==> config.mk <==
export PLATFORM = sky130hd
export DESIGN_NAME = hbit_serializer
export DESIGN_NICKNAME = d
export VERILOG_FILES = /design/src/rtl/hbit_serializer_pkg.sv /design/src/rtl/hbit_tick.sv /design/src/rtl/hbit_serializer.sv
export SDC_FILE = /design/constraint.sdc
export NUM_CORES = 1
export LEC_CHECK = 0
export ABC_AREA = 1
export BUFFER_PORTS_ARGS = -buffer_cell sky130_fd_sc_hd__buf_2
export CORE_MARGIN = 10
export CORE_UTILIZATION = 35
export DETAILED_ROUTE_END_ITERATION = 10
export HOLD_SLACK_MARGIN = 0.15
export PLACE_DENSITY_LB_ADDON = 0.25
export SETUP_SLACK_MARGIN = 0.3
export SLEW_MARGIN = 0
export SYNTH_ARGS = -nofsm -noshare
export SYNTH_HDL_FRONTEND = slang
export SYNTH_HIERARCHICAL = 1
export SYNTH_SLANG_ARGS = --single-unit
export TNS_END_PERCENT = 50
==> constraint.sdc <==
create_clock -name clock -period 1.7 [get_ports clock]
set_input_delay 0.34 -clock clock [delete_from_list [all_inputs] [get_ports clock]]
set_output_delay 0.34 -clock clock [all_outputs]
set_load 0.005 [all_outputs]
==> src/rtl/hbit_serializer_pkg.sv <==
// Shared definitions for hbit_serializer.
// Contents: state encoding shared by the serializer FSM and anything
// that decodes its state (IDLE=0, SHIFT=1, PARITY=2, DONE=3).
// Optional feature macro: HBIT_SERIALIZER_PARITY_EN (PARITY state used only then).
package hbit_serializer_pkg;

  typedef enum logic [1:0] {
    ST_IDLE   = 2'd0,
    ST_SHIFT  = 2'd1,
    ST_PARITY = 2'd2,
    ST_DONE   = 2'd3
  } state_t;

endpackage

==> src/rtl/hbit_tick.sv <==
// Bit-period divider for hbit_serializer.
// Ports:
//   clock   - system clock
//   reset   - synchronous active-high reset
//   enable  - count while high; counter held at 0 while low
//   tick_c  - combinational, high on the last cycle of each bit period
module hbit_tick #(
  parameter int unsigned CLKS_PER_BIT = 1
) (
  input  logic clock,
  input  logic reset,
  input  logic enable,
  output logic tick_c
);

  localparam int unsigned DW = $clog2(CLKS_PER_BIT + 1);

  logic [DW-1:0] div_cnt;

  assign tick_c = enable && (div_cnt == DW'(CLKS_PER_BIT - 1));

  // Counts 0..CLKS_PER_BIT-1 and wraps; idle periods restart it at 0.
  always_ff @(posedge clock) begin
    if (reset || !enable) begin
      div_cnt <= '0;
    end else if (tick_c) begin
      div_cnt <= '0;
    end else begin
      div_cnt <= div_cnt + DW'(1);
    end
  end

endmodule

==> src/rtl/hbit_serializer.sv <==
// Parallel-to-serial drain for stored words.
// Captures a WIDTH-bit word on an accepted load and shifts it out one bit
// per CLKS_PER_BIT cycles, LSB or MSB first, then pulses done.
// Ports:
//   clock, reset      - clock and synchronous active-high reset
//   in, load          - word and start strobe (accepted when load && ready)
//   ready             - idle, able to accept load
//   out, out_valid    - serial bit and its qualifier (out=0 when not valid)
//   busy              - transfer in progress, including the done cycle
//   done              - one-cycle pulse after the last bit period
// Optional feature macro: HBIT_SERIALIZER_PARITY_EN appends an even-parity bit.
module hbit_serializer #(
  parameter int unsigned WIDTH        = 16,
  parameter int unsigned CLKS_PER_BIT = 1,
  parameter bit          MSB_FIRST    = 1'b0
) (
  input  logic             clock,
  input  logic             reset,
  input  logic [WIDTH-1:0] in,
  input  logic             load,
  output logic             ready,
  output logic             out,
  output logic             out_valid,
  output logic             busy,
  output logic             done
);

  import hbit_serializer_pkg::*;

  localparam int unsigned BW = $clog2(WIDTH + 1);

  state_t           state, state_n;
  logic [WIDTH-1:0] sr, sr_n, sr_shift;
  logic [BW-1:0]    bit_cnt, bit_cnt_n;
  logic             out_n, out_valid_n, busy_n, done_n, ready_n;
  logic             tick_c;
`ifdef HBIT_SERIALIZER_PARITY_EN
  logic             par, par_n;
`endif

  // Bit that goes on the line first for a given register image.
  function automatic logic head(input logic [WIDTH-1:0] w);
    return MSB_FIRST ? w[WIDTH-1] : w[0];
  endfunction

  assign sr_shift = MSB_FIRST ? {sr[WIDTH-2:0], 1'b0} : {1'b0, sr[WIDTH-1:1]};

  hbit_tick #(
    .CLKS_PER_BIT(CLKS_PER_BIT)
  ) u_tick (
    .clock  (clock),
    .reset  (reset),
    .enable ((state == ST_SHIFT) || (state == ST_PARITY)),
    .tick_c (tick_c)
  );

  // State register.
  always_ff @(posedge clock) begin
    if (reset) begin
      state <= ST_IDLE;
    end else begin
      state <= state_n;
    end
  end

  // Next state and next-cycle output values.
  always_comb begin
    state_n     = state;
    sr_n        = sr;
    bit_cnt_n   = bit_cnt;
    out_n       = 1'b0;
    out_valid_n = 1'b0;
    busy_n      = 1'b0;
    done_n      = 1'b0;
    ready_n     = 1'b0;
`ifdef HBIT_SERIALIZER_PARITY_EN
    par_n       = par;
`endif
    case (state)
      ST_IDLE: begin
        ready_n = 1'b1;
        if (load) begin
          state_n     = ST_SHIFT;
          sr_n        = in;
          bit_cnt_n   = '0;
          out_n       = head(in);
          out_valid_n = 1'b1;
          busy_n      = 1'b1;
          ready_n     = 1'b0;
`ifdef HBIT_SERIALIZER_PARITY_EN
          par_n       = ^in;
`endif
        end
      end
      ST_SHIFT: begin
        busy_n      = 1'b1;
        out_valid_n = 1'b1;
        out_n       = out;
        if (tick_c) begin
          if (bit_cnt == BW'(WIDTH - 1)) begin
            bit_cnt_n = BW'(WIDTH);
`ifdef HBIT_SERIALIZER_PARITY_EN
            state_n   = ST_PARITY;
            out_n     = par;
`else
            state_n     = ST_DONE;
            out_n       = 1'b0;
            out_valid_n = 1'b0;
            done_n      = 1'b1;
`endif
          end else begin
            bit_cnt_n = bit_cnt + BW'(1);
            sr_n      = sr_shift;
            out_n     = head(sr_shift);
          end
        end
      end
`ifdef HBIT_SERIALIZER_PARITY_EN
      ST_PARITY: begin
        busy_n      = 1'b1;
        out_valid_n = 1'b1;
        out_n       = out;
        if (tick_c) begin
          state_n     = ST_DONE;
          out_n       = 1'b0;
          out_valid_n = 1'b0;
          done_n      = 1'b1;
        end
      end
`endif
      ST_DONE: begin
        state_n = ST_IDLE;
        ready_n = 1'b1;
      end
      default: begin
        state_n = ST_IDLE;
        ready_n = 1'b1;
      end
    endcase
  end

  // Datapath and registered outputs.
  always_ff @(posedge clock) begin
    if (reset) begin
      sr        <= '0;
      bit_cnt   <= '0;
      out       <= 1'b0;
      out_valid <= 1'b0;
      busy      <= 1'b0;
      done      <= 1'b0;
      ready     <= 1'b1;
`ifdef HBIT_SERIALIZER_PARITY_EN
      par       <= 1'b0;
`endif
    end else begin
      sr        <= sr_n;
      bit_cnt   <= bit_cnt_n;
      out       <= out_n;
      out_valid <= out_valid_n;
      busy      <= busy_n;
      done      <= done_n;
      ready     <= ready_n;
`ifdef HBIT_SERIALIZER_PARITY_EN
      par       <= par_n;
`endif
    end
  end

endmodule

==> summary.txt, run 1 <==
Run status
  – Status: finished, final reports clean

Die
  – Die H: 84.5 um
  – Die Area: 0.00714 sq mm
  – Die width: 84.5 um
  – Area of the core: 0.00400 sq mm
  – I/O pin total: 24
  – Starting density of the core: 0.364
  – Row cnt: 23

STA
  – Final setup violation count: 0
  – Hold slack final: 0.343 ns
  – Final Hold Fails: 0
  – Setup TNS: 0 ns
  – Final worst slack: 0.154 ns
  – Crit path time final: 1.55 ns
  – Unrepaired setup endpoints after global routing: yes
  – Final period util: 0.909
  – Slew Limit Fails: 0
  – Clock Skew: 0.00664 ns
  – Fmax: 647 MHz

Final layout
  – Post-layout utilization of the core: 0.512
  – Nets@finish: 281
  – Syn-to-layout area delta: 40.7%
  – Ant. Diodes: 0
  – Layout cells sized above 1: 0.355
  – Finished Layout Cells: 306
  – Final instance area: 0.00205 sq mm
  – Fillers: 394

Placed design
  – IO buf count: 23
  – Placed standard-cell area: 0.00166 sq mm
  – DP Wirelength: 2330 um
  – Dpl cells: 284
  – Routability cong.: 0.824
  – Pre-CTS setup slack: 0.125 ns

Route
  – Total Wirelength: 3800 um
  – Routed wl met3: 185 um
  – Total number of vias: 1461
  – WL met1: 1740 um
  – ANT nets after route: 0
  – DR vias/cell: 4.77
  – Mean routed wirelength per cell: 12.4 um
  – DR top layer: met4
  – Drt pass-1 iters: 4
  – Met2 wire length: 1810 um
  – DRT iter0 DRCs: 104
  – # DRC: 0

Synth
  – Synth top area cells: dfxtp_1, nand2_1, nand3b_1, a21oi_1, nor2_1
  – YS warnings: 6
  – Count of cell types in the netlist: 22
  – Syn_nets: 236
  – Netlist area before placement: 0.00146 sq mm
  – Mapped Cells: 213
  – Synth area leader: dfxtp_1
  – Synth top area share: 0.385
  – Synthesized flop and latch total: 28
  – Syn_area_per_cell: 6.84 sq um
  – Register area share after synthesis: 0.385

Flow run
  – Maximum Capacitance Violations: 0

Clocking
  – CTS Buf Count: 3
  – CTS tree: done
  – Clock sinks: 28
  – # H-tree levels: 1
  – Clock Pin Slew Worst Setup and Hold Paths: 0.09 ns
  – CTS root buf: clkbuf_8
  – Clk_lat worst skew: 0.27 ns
  – Max Root-Sink Buffers: 2
  – CTS Hold Bufs: 0

Critical path
  – Critical path arrival: 1.73 ns
  – Max stage delay cell, worst path: dfxtp_2
  – Crit path cell chain: inv_4, ha_4, inv_2, nor2_4, inv_2, nand2_2, nand2_2, inv_4, buf_12, buf_16, nand3b_1, nand2_1, nor2_1
  – Worst-path fanout max: 7
  – Worst setup SP type: register
  – Bufs and invs on worst path: 6
  – Worst endpoint required time: 1.88 ns
  – Crit path largest cell delay: 0.35 ns
  – Critical path class: register to register
  – Cell family with most CP delay: buffers and inverters
  – Crit. End Element: register

Min path
  – Tightest Hold Check Type: primary input to register

GRT
  – Vias in the first global route: 1390
  – Initial antenna violation count: 0
  – Gr usage total: 0.104
  – Largest net degree at the start of global routing: 15
  – GRT overflow: 0
  – First-pass GRT wire length: 6340 um

Power and ir drop
  – Power Density: 2090 mW/mm^2
  – LEAKAGE: 0.943 nW
  – Final Power: 4.29 mW
  – Worst ir drop on vdd: 0.000865 V
flip-flops by register name, summed over array words and instances (netlist names):
signal,cells
sr,15
state,2
bit_cnt,5
out_valid,1
u_tick/div_cnt,1
out,1
done,1
ready,1
busy,1
where the power goes:
part | leakage (nW) | switching (mW) | internal, mW
combinational | 0.688 | 1.40 | 1.46
sequential | 0.233 | 0.146 | 0.922
clock | 0.0216 | 0.199 | 0.159
total | 0.943 | 1.74 | 2.54
cells by family (layout without fill, tap and decap cells):
kind of cell | Yosys count | after routing | synth area share
adder cells (fa/ha/maj) | 4 | 4 | 0.0344
buffers and inverters | 22 | 65 | 0.0799
other | 1 | 1 | 0.00257
AND/OR/NAND/NOR | 133 | 133 | 0.403
AO/OA/AOI/OAI | 25 | 25 | 0.0954
flip-flops | 28 | 28 | 0.385
placed cells by master, fill, tap and decap left out:
| cell | instances |
|---|---|
| a211oi_1 | 1 |
| nand3b_1 | 16 |
| dfxtp_2 | 3 |
| clkbuf_8 | 3 |
| nand3_1 | 8 |
| or2_2 | 1 |
| nand2_1 | 78 |
| ha_4 | 2 |
| buf_16 | 4 |
| o21ai_0 | 2 |
| inv_4 | 3 |
| buf_4 | 19 |
| inv_2 | 3 |
| nor2_4 | 1 |
| a21oi_2 | 15 |
| clkinv_1 | 1 |
| dfxtp_1 | 24 |
| nor2_1 | 21 |
| ha_2 | 2 |
| conb_1 | 1 |
| nand2_2 | 5 |
| buf_2 | 23 |
| buf_6 | 2 |
| nand4_1 | 3 |
| dfxtp_4 | 1 |
| o21ai_4 | 1 |
| inv_1 | 4 |
| a21oi_1 | 6 |
| buf_12 | 3 |
per-layer routing:
layer  vias to the layer above  GRT usage
met2                        31      0.170
li1                        769          -
met3                         5     0.0193
met4                         0     0.0479
met5                         -          0
met1                       656      0.129
Yosys cell counts:
| library cell | n |
|---|---|
| nand2_1 | 81 |
| dfxtp_1 | 28 |
| a21oi_1 | 21 |
| nor2_1 | 21 |
| nand3b_1 | 16 |
| inv_1 | 8 |
| nand3_1 | 8 |
| buf_2 | 7 |
| ha_1 | 4 |
| buf_6 | 3 |
| nand4_1 | 3 |
| nand2_2 | 2 |
| o21ai_0 | 2 |
| a211oi_1 | 1 |
| clkbuf_1 | 1 |
| clkinv_1 | 1 |
| conb_1 | 1 |
| inv_2 | 1 |
| inv_4 | 1 |
| nor2_2 | 1 |
| o21ai_4 | 1 |
| or2_2 | 1 |
final timing paths:
kind | startpoint | endpoint | slack [ns] | depth (start not counted)
worst max-delay path | state[1]$_SDFFE_PP0P_ | sr[8]$_SDFFE_PP0P_ | 0.15 | 13
worst min-delay path | reset | out$_SDFFE_PP0N_ | 0.34 | 2
worst max register to register | state[1]$_SDFFE_PP0P_ | sr[8]$_SDFFE_PP0P_ | 0.15 | 13
worst min register to register | sr[15]$_SDFFE_PP0P_ | sr[15]$_SDFFE_PP0P_ | 0.48 | 2
final cells by class:
| class | count | area [sq um] | share of cell area |
|---|---|---|---|
| inverter | 11 | 48.8 | 0.0238 |
| sequential | 28 | 568 | 0.277 |
| timing repair buffer | 51 | 450 | 0.220 |
| tap | 50 | 62.6 | 0.0305 |
| clock buffer | 3 | 41.3 | 0.0201 |
| multi-input combinational | 163 | 878 | 0.429 |
worst reg2reg max path, cell delays in order, from the launching register on:
cell and delay (ns):
dfxtp_2 0.35, inv_4 0.05, ha_4 0.26, inv_2 0.04, nor2_4 0.09, inv_2 0.05, nand2_2 0.06, nand2_2 0.06
inv_4 0.07, buf_12 0.13, buf_16 0.12, nand3b_1 0.08, nand2_1 0.06, nor2_1 0.04
what timing repair did:
action	4_1_cts	5_1_grt
gates resized for setup	37	1
setup buffers	14	1
pin swaps	6	1
cloned	4	0
setup endpoints to repair	23	24
(Power assumes the default switching activity.)
==> run 2, diff against run 1 <==
--- a/config.mk
+++ b/config.mk
@@ -7,13 +7,15 @@
 export LEC_CHECK = 0
 export ABC_AREA = 1
 export BUFFER_PORTS_ARGS = -buffer_cell sky130_fd_sc_hd__buf_2
+export CELL_PAD_IN_SITES_DETAIL_PLACEMENT = 1
+export CELL_PAD_IN_SITES_GLOBAL_PLACEMENT = 1
 export CORE_MARGIN = 10
 export CORE_UTILIZATION = 35
 export DETAILED_ROUTE_END_ITERATION = 10
 export HOLD_SLACK_MARGIN = 0.15
 export PLACE_DENSITY_LB_ADDON = 0.25
 export SETUP_SLACK_MARGIN = 0.3
-export SLEW_MARGIN = 0
+export SLEW_MARGIN = 10
 export SYNTH_ARGS = -nofsm -noshare
 export SYNTH_HDL_FRONTEND = slang
 export SYNTH_HIERARCHICAL = 1
==> run 2 against run 1 <==
Compared with the run above:
- global-route usage rose by 2.4 points
- die area did not move
- final area fell by 1.5%
- critical path depth did not move
- critical endpoint is now sr[12]$_SDFFE_PP0P_
==> summary.txt, run 2 (synthesis gave the netlist of run 1 again) <==
Run status
  – Status: finished, final reports clean (unchanged)

Clocking
  – Clk_lat worst skew: 0.28 ns (was 0.27 ns)
  – Clock Pin Slew Worst Setup and Hold Paths: 0.10 ns (was 0.09 ns)
  – CTS Buf Count: 3 (unchanged)
  – Clock sinks: 28 (unchanged)
  – Max Root-Sink Buffers: 2 (unchanged)
  – CTS root buf: clkbuf_8 (unchanged)
  – # H-tree levels: 1 (unchanged)
  – CTS tree: done (unchanged)

Critical path
  – Reg2Reg Launch Point: state[0]$_SDFFE_PP0P_ (was state[1]$_SDFFE_PP0P_)
  – Reg-to-reg slack, setup: 0.05 ns (was 0.15 ns)
  – Crit path from: state[0]$_SDFFE_PP0P_ (was state[1]$_SDFFE_PP0P_)
  – R2R depth: 13 (unchanged)
  – Critical path arrival: 1.83 ns (was 1.73 ns)
  – Crit. End Element: register (unchanged)
  – Worst endpoint required time: 1.88 ns (about the same)
  – R2R Path End: sr[12]$_SDFFE_PP0P_ (was sr[8]$_SDFFE_PP0P_)
  – Critical path class: register to register (unchanged)
  – Worst-path fanout max: 7 (unchanged)
  – Max stage delay cell, worst path: dfxtp_4 (was dfxtp_2)
  – Worst setup SP type: register (unchanged)
  – Worst path most repeated cell: inv_4
  – Crit path cell chain: inv_4, ha_4, inv_4, nor2_4, inv_2, nand2_2, nand2_2, inv_4, buf_6, buf_16, nand3b_1, nand2_1, nor2_1 (was inv_4, ha_4, inv_2, nor2_4, inv_2, nand2_2, nand2_2, inv_4, buf_12, buf_16, nand3b_1, nand2_1, nor2_1)
  – Crit path largest cell delay: 0.39 ns (was 0.35 ns)
  – End point of the critical path: sr[12]$_SDFFE_PP0P_ (was sr[8]$_SDFFE_PP0P_)

Route
  – ANT nets after route: 0 (unchanged)
  – Mean routed wirelength per cell: 15.2 um (was 12.4 um)
  – DRT iter0 DRCs: 61 (was 104)
  – Drt pass-1 iters: 4 (unchanged)
  – DR vias/cell: 4.96 (was 4.77)
  – Total number of vias: 1499 (was 1461)
  – Total Wirelength: 4600 um (was 3800 um)
  – # DRC: 0 (unchanged)

Final layout
  – Layout cells sized above 1: 0.349 (was 0.355)
  – Finished Layout Cells: 302 (was 306)
  – Ant. Diodes: 0 (unchanged)
  – Max FFs per register: 15 (unchanged)
  – Final instance area: 0.00202 sq mm (was 0.00205 sq mm)
  – Syn-to-layout area delta: 38.6% (was 40.7%)
  – Most common cell after layout, fill and taps aside: nand2_1 (unchanged)
  – Biggest register: sr (unchanged)
  – Most frequent cells in the layout: nand2_1, dfxtp_1, buf_2, nor2_1, nand3b_1 (was nand2_1, dfxtp_1, buf_2, nor2_1, buf_4)
  – Nets@finish: 276 (was 281)
  – Largest regs: sr (15), bit_cnt (5), state (2) (unchanged)

STA
  – Setup TNS: 0 ns (unchanged)
  – Final worst slack: 0.0474 ns (was 0.154 ns)
  – Unrepaired setup endpoints after global routing: yes (unchanged)
  – Fmax: 605 MHz (was 647 MHz)
  – Final Hold Fails: 0 (unchanged)
  – Hold slack final: 0.348 ns (was 0.343 ns)
  – Crit path time final: 1.65 ns (was 1.55 ns)
  – Final period util: 0.972 (was 0.909)
  – Final setup violation count: 0 (unchanged)
  – Slew Limit Fails: 0 (unchanged)
  – Clock Skew: 0.00325 ns (was 0.00664 ns)

Die
  – Die H: 84.5 um (unchanged)
  – Row cnt: 23 (unchanged)
  – Die Area: 0.00714 sq mm (unchanged)
  – Die width: 84.5 um (unchanged)
  – Starting density of the core: 0.364 (unchanged)
  – I/O pin total: 24 (unchanged)
  – Area of the core: 0.00400 sq mm (unchanged)

Placed design
  – IO buf count: 23 (unchanged)
  – Dpl cells: 285 (was 284)
  – Placed standard-cell area: 0.00167 sq mm (was 0.00166 sq mm)
  – Routability cong.: 0.807 (was 0.824)
  – Pre-CTS setup slack: 0.0757 ns (was 0.125 ns)
  – DP Wirelength: 2800 um (was 2330 um)

Power and ir drop
  – Sequential cell fraction of total power: 0.252 (was 0.249)
  – Comb power frac: 0.652 (was 0.667)
  – LEAKAGE: 0.918 nW (was 0.943 nW)
  – Worst ir drop on vdd: 0.000946 V (was 0.000865 V)
  – Power Density: 2150 mW/mm^2 (was 2090 mW/mm^2)
  – Switching Fraction: 0.428 (was 0.406)
  – Clock power frac: 0.096 (was 0.084)
  – Internal power consumption: 2.48 mW (was 2.54 mW)
  – Sw Pwr: 1.85 mW (was 1.74 mW)

GRT
  – Largest net degree at the start of global routing: 29 (was 15)
  – Vias in the first global route: 1630 (was 1390)
  – Initial antenna violation count: 0 (unchanged)
  – First-pass GRT wire length: 7720 um (was 6340 um)
  – Gr usage total: 0.128 (was 0.104)
  – GRT overflow: 0 (unchanged)

Flow run
  – Maximum Capacitance Violations: 0 (unchanged)

Min path
  – Tightest Hold Check Type: primary input to register (unchanged)
[run 2: cell count changes in the layout (fill, tap and decap cells not counted), moves of 2 or more]
cell	before	now
buf_4	19	11
buf_6	2	7
dfxtp_1	24	26
dfxtp_2	3	1
inv_2	3	1
inv_4	3	5
nand2_1	78	75
nand2_2	5	7
[run 2: final cells by class]
type                    instances  area, sq um
flip-flops and latches         28          566
well taps                      50         62.6
fillers                       507         1980
clock buffers                   4         55.1
repair buffers                 46          399
multi-input cells             163          882
inverters                      11         53.8
[run 2: how the worst min path moves through the flow]
stage	from	to	slack (ns)	cells past startpoint
2_1_floorplan	sr[15]$_SDFFE_PP0P_	sr[15]$_SDFFE_PP0P_	0.44	2
3_3_place_gp	sr[15]$_SDFFE_PP0P_	sr[15]$_SDFFE_PP0P_	0.46	2
3_5_place_dp	sr[15]$_SDFFE_PP0P_	sr[15]$_SDFFE_PP0P_	0.46	2
4_1_cts	reset	state[0]$_SDFFE_PP0P_	0.35	2
5_1_grt	load	out_valid$_SDFF_PP0_	0.36	3
6_report	in[15]	sr[15]$_SDFFE_PP0P_	0.35	3
[run 2: per-layer routing]
layer | GRT usage | part of all wire
met2 | 0.222 | 0.51
met4 | 0.0284 | 0.0098
met3 | 0.0357 | 0.040
met1 | 0.152 | 0.44
met5 | 0 | 0
[run 2: worst max-delay path: cells and delay by family, from the launching register on]
kind          cells  cell delay (ns)
buf+inv           6             0.42
simple gates      6             0.48
fa+ha+maj         1             0.26
flops             1             0.39
[run 2: through the flow]
stage	utilization	total power, mW
after floorplan	-	2.42
after global placement	0.417	2.89
after detailed placement	0.417	2.92
after CTS	0.493	4.14
after global routing	0.505	4.68
final	0.505	4.33
[run 2: repair_timing]
action	4_1_cts	5_1_grt
gates resized for setup	29	17
hold buffers	0	0
pin swaps	7	12
endpoints found under the setup margin	22	24
cloned	3	0
buffers inserted	10	0
[run 2: power groups by stage]
stage	sequential, mW	combinational [mW]	clock [mW]
floorplan	1.02	1.40	0
global placement	1.04	1.84	0
detailed placement	1.05	1.87	0
CTS	1.07	2.63	0.435
global route	1.12	3.10	0.461
finish	1.09	2.83	0.417
==> run 3, diff against run 2 <==
--- a/config.mk
+++ b/config.mk
@@ -5,7 +5,6 @@
 export SDC_FILE = /design/constraint.sdc
 export NUM_CORES = 1
 export LEC_CHECK = 0
-export ABC_AREA = 1
 export BUFFER_PORTS_ARGS = -buffer_cell sky130_fd_sc_hd__buf_2
 export CELL_PAD_IN_SITES_DETAIL_PLACEMENT = 1
 export CELL_PAD_IN_SITES_GLOBAL_PLACEMENT = 1
==> run 3 against run 2 <==
Compared with the run above:
- clock-buffer cell count did not move
- the flow now finishes with violations (setup timing)
- highest routed layer unchanged
- clock skew about the same
- critical path depth is 4 lower
- synthesized area fell by 6.5%
- largest cell class unchanged
- non-clock buffer count up 10
- largest power group unchanged
- final cell count decreased by 22%
- flip-flop and latch count did not move
==> summary.txt, run 3 <==
Critical path
  – Critical path class: register to register (unchanged)
  – Reg2Reg Launch Point: state[1]$_SDFFE_PP0P_ (was state[0]$_SDFFE_PP0P_)
  – Worst-path fanout max: 5 (was 7)
  – Max stage delay cell, worst path: dfxtp_2 (was dfxtp_4)
  – Critical path arrival: 2.08 ns (was 1.83 ns)
  – Worst setup SP type: register (unchanged)
  – R2R depth: 9 (was 13)
  – Worst endpoint required time: 1.90 ns (was 1.88 ns)
  – Crit path cell chain: inv_2, ha_4, nor2b_4, or2b_1, a21boi_4, buf_6, buf_6, nor2_4, a211oi_2 (was inv_4, ha_4, inv_4, nor2_4, inv_2, nand2_2, nand2_2, inv_4, buf_6, buf_16, nand3b_1, nand2_1, nor2_1)
  – R2R Path End: sr[7]$_SDFFE_PP0P_ (was sr[12]$_SDFFE_PP0P_)
  – Bufs and invs on worst path: 3 (was 6)
  – Crit path largest cell delay: 0.35 ns (was 0.39 ns)
  – Worst path most repeated cell: buf_6 (was inv_4)
  – Reg-to-reg slack, setup: -0.19 ns (was 0.05 ns)
  – Crit. End Element: register (unchanged)
  – Cell family with most CP delay: simple AND/OR/NAND/NOR gates (unchanged)

STA
  – Slew Limit Fails: 0 (unchanged)
  – Final period util: 1.11 (was 0.972)
  – Final worst slack: -0.188 ns (was 0.0474 ns)
  – Crit path time final: 1.89 ns (was 1.65 ns)
  – Final setup violation count: 15 (was 0)
  – Hold slack final: 0.347 ns (was 0.348 ns)
  – Final Hold Fails: 0 (unchanged)
  – Fmax: 530 MHz (was 605 MHz)
  – Unrepaired setup endpoints after global routing: yes (unchanged)
  – Clock Skew: 0.00371 ns (was 0.00325 ns)

Power and ir drop
  – LEAKAGE: 0.831 nW (was 0.918 nW)
  – Sw Pwr: 0.689 mW (was 1.85 mW)
  – Switching Fraction: 0.323 (was 0.428)
  – Comb power frac: 0.430 (was 0.652)
  – Power Density: 1040 mW/mm^2 (was 2150 mW/mm^2)
  – Clock power frac: 0.197 (was 0.096)
  – Sequential cell fraction of total power: 0.374 (was 0.252)
  – Worst ir drop on vdd: 0.000356 V (was 0.000946 V)
  – Internal power consumption: 1.45 mW (was 2.48 mW)

Flow run
  – Maximum Capacitance Violations: 0 (unchanged)

Placed design
  – IO buf count: 23 (unchanged)
  – Dpl cells: 212 (was 285)
  – DP Wirelength: 2550 um (was 2800 um)
  – Routability cong.: 0.770 (was 0.807)
  – Placed standard-cell area: 0.00162 sq mm (was 0.00167 sq mm)

Final layout
  – Fillers: 421 (was 507)
  – Seq. cell area: 566 sq um (unchanged)
  – Largest regs: sr (15), bit_cnt (5), state (2) (unchanged)
  – Final instance area: 0.00205 sq mm (was 0.00202 sq mm)
  – Ant. Diodes: 0 (unchanged)
  – Area of the multi-input gates: 868 sq um (was 882 sq um)
  – Most common cell after layout, fill and taps aside: dfxtp_1 (was nand2_1)
  – Layout cells sized above 1: 0.564 (was 0.349)
  – Syn-to-layout area delta: 50.4% (was 38.6%)
  – Max FFs per register: 15 (unchanged)
  – Nets@finish: 212 (was 276)
  – Biggest register: sr (unchanged)
  – Post-layout utilization of the core: 0.551 (was 0.505)
  – Most frequent cells in the layout: dfxtp_1, buf_2, buf_4, mux2i_1, a211oi_2 (was nand2_1, dfxtp_1, buf_2, nor2_1, nand3b_1)
  – Finished Layout Cells: 236 (was 302)

Synth
  – Main combinational cell family by area after synthesis: compound AO/OA/AOI/OAI gates (was simple AND/OR/NAND/NOR gates)
  – Mux cell area share after synthesis: 0.121 (was 0)
  – Commonest cells in the synthesized netlist: dfxtp_1, nor2_1, mux2i_1 (was nand2_1, dfxtp_1, a21oi_1, nor2_1, nand3b_1)
  – Xor and xnor area share after synthesis: 0 (unchanged)
  – Most common flop cell mapped by yosys: dfxtp_1 (unchanged)
  – Asr flop ratio synth: 0 (unchanged)
  – YS warnings: 6 (unchanged)
  – Synthesized flop and latch total: 28 (unchanged)
  – Netlist area before placement: 0.00136 sq mm (was 0.00146 sq mm)
  – Syn_nets: 160 (was 236)
  – Register area share after synthesis: 0.412 (was 0.385)
  – Most frequent cell after synthesis: dfxtp_1 (was nand2_1)
  – Number of flops mapped to enable cells by yosys: 0 (unchanged)
  – Adder-cell share of the synthesized area: 0.0368 (was 0.0344)
  – Count of cell types in the netlist: 29 (was 22)
  – Synth area leader: dfxtp_1 (unchanged)
  – Synth top area share: 0.412 (was 0.385)
  – Synth top area cells: dfxtp_1, a211oi_2, mux2i_1, nor2_1, ha_1 (was dfxtp_1, nand2_1, nand3b_1, a21oi_1, nor2_1)
  – Syn_area_per_cell: 9.94 sq um (was 6.84 sq um)
  – Synth Area in Simple Gates: 0.173 (was 0.403)
  – Synth Area in Compound Gates: 0.196 (was 0.0954)
  – Mapped Cells: 137 (was 213)

Route
  – # DRC: 0 (unchanged)
  – ANT nets after route: 0 (unchanged)
  – DR vias/cell: 5.18 (was 4.96)
  – Total number of vias: 1223 (was 1499)
  – Total Wirelength: 4390 um (was 4600 um)
  – Mean routed wirelength per cell: 18.6 um (was 15.2 um)
  – Drt pass-1 iters: 4 (unchanged)
  – DRT iter0 DRCs: 49 (was 61)

GRT
  – Vias in the first global route: 1275 (was 1630)
  – Grt met3 use: 0.0248 (was 0.0357)
  – Largest net degree at the start of global routing: 20 (was 29)
  – Met2 Use GR: 0.217 (was 0.222)
  – Initial antenna violation count: 0 (unchanged)
  – GRT busiest layer: met2 (unchanged)
  – GRT overflow: 0 (unchanged)
  – Gr usage total: 0.113 (was 0.128)
  – Grt met1 use: 0.118 (was 0.152)
  – First-pass GRT wire length: 6030 um (was 7720 um)

Min path
  – Min-delay src: in[15] (unchanged)
  – Tightest Hold Check Type: primary input to register (unchanged)
  – Min-Delay Endpoint: sr[15]$_SDFFE_PP0P_ (unchanged)
  – WHS Path Cells: 3 (unchanged)

Clocking
  – Clk_lat worst skew: 0.28 ns (about the same)
  – Max Root-Sink Buffers: 2 (unchanged)
  – CTS Buf Count: 3 (unchanged)
  – CTS tree: done (unchanged)
  – Clock sinks: 28 (unchanged)
  – Clock Pin Slew Worst Setup and Hold Paths: 0.10 ns (about the same)
  – CTS root buf: clkbuf_8 (unchanged)
  – # H-tree levels: 1 (unchanged)

Die
  – Row cnt: 22 (was 23)
  – Starting density of the core: 0.366 (was 0.364)
  – Area of the core: 0.00372 sq mm (was 0.00400 sq mm)
  – Die H: 82.4 um (was 84.5 um)
  – I/O pin total: 24 (unchanged)
  – Die Area: 0.00678 sq mm (was 0.00714 sq mm)
  – Die width: 82.4 um (was 84.5 um)

Run status
  – Status: finished, violations left (was finished, final reports clean)
  – Failing checks: setup timing
[run 3: cell types whose count changed after synthesis, moves of 6 or more]
cell | previous run | this run
nand2_1 | 81 | 7
buf_2 | 7 | 1
a211oi_2 | 0 | 14
mux2i_1 | 0 | 15
nand3_1 | 8 | 2
a21oi_1 | 21 | 8
nand3b_1 | 16 | 2
[run 3: worst max path at each step]
stage	start	cells past startpoint	slack, ns	end
6_report	state[1]$_SDFFE_PP0P_	9	-0.19	sr[7]$_SDFFE_PP0P_
4_1_cts	bit_cnt[1]$_SDFFE_PP0P_	8	-0.1	sr[3]$_SDFFE_PP0P_
3_5_place_dp	state[0]$_SDFFE_PP0P_	8	-0.13	sr[6]$_SDFFE_PP0P_
2_1_floorplan	state[0]$_SDFFE_PP0P_	8	0.03	sr[1]$_SDFFE_PP0P_
5_1_grt	state[1]$_SDFFE_PP0P_	9	-0.26	sr[10]$_SDFFE_PP0P_
3_3_place_gp	state[0]$_SDFFE_PP0P_	8	-0.003	sr[9]$_SDFFE_PP0P_
[run 3: cells by family (layout without fill, tap and decap cells)]
| kind of cell | Yosys count | after routing |
|---|---|---|
| fa+ha+maj | 4 | 4 |
| mux | 16 | 16 |
| buf+inv | 14 | 65 |
| simple gates | 46 | 46 |
| compound gates | 28 | 28 |
| other cells | 1 | 1 |
| flops | 28 | 28 |
[run 3: area by class of cell]
class	count	share of cell area
sequential	28	0.276
multi-input combinational	95	0.424
clock buffer	4	0.0269
tap	48	0.0293
inverter	5	0.00917
timing repair buffer	56	0.234
[run 3: tightest hold or removal path, delay by kind of cell]
kind,cells,cell delay (ns)
compound gates,1,0.05
buf+inv,1,0.11
simple gates,1,0.09
[run 3: metal layers]
layer  vias to the layer above  part of all wire  wire [um]
met5                         -                 0          0
met4                         0            0.0043         19
met3                         2             0.036        158
met2                        18              0.54       2390
met1                       622              0.42       1830
li1                        581                 -          -
[run 3: what timing repair did]
action	in CTS	in global routing
resized for setup	14	39
pin swaps	2	24
cloned	1	1
hold buffers	0	0
setup endpoints to repair	23	25
setup buffers	9	9
[run 3: through the flow]
stage	worst slack [ns]	setup TNS (ns)	total power, mW
2_1_floorplan	0.0303	0	1.21
3_3_place_gp	-0.00346	-0.00346	1.33
3_5_place_dp	-0.127	-1.02	1.36
4_1_cts	-0.0967	-0.818	1.89
5_1_grt	-0.255	-3.35	2.24
6_report	-0.188	-2.55	2.13
[run 3: power groups by stage]
stage          Sequential (mW)  Clock, mW  Combinational [mW]
6_report                 0.798      0.420               0.917
3_3_place_gp             0.796          0               0.533
5_1_grt                  0.805      0.450               0.986
2_1_floorplan            0.790          0               0.419
3_5_place_dp             0.801          0               0.563
4_1_cts                  0.788      0.425               0.675
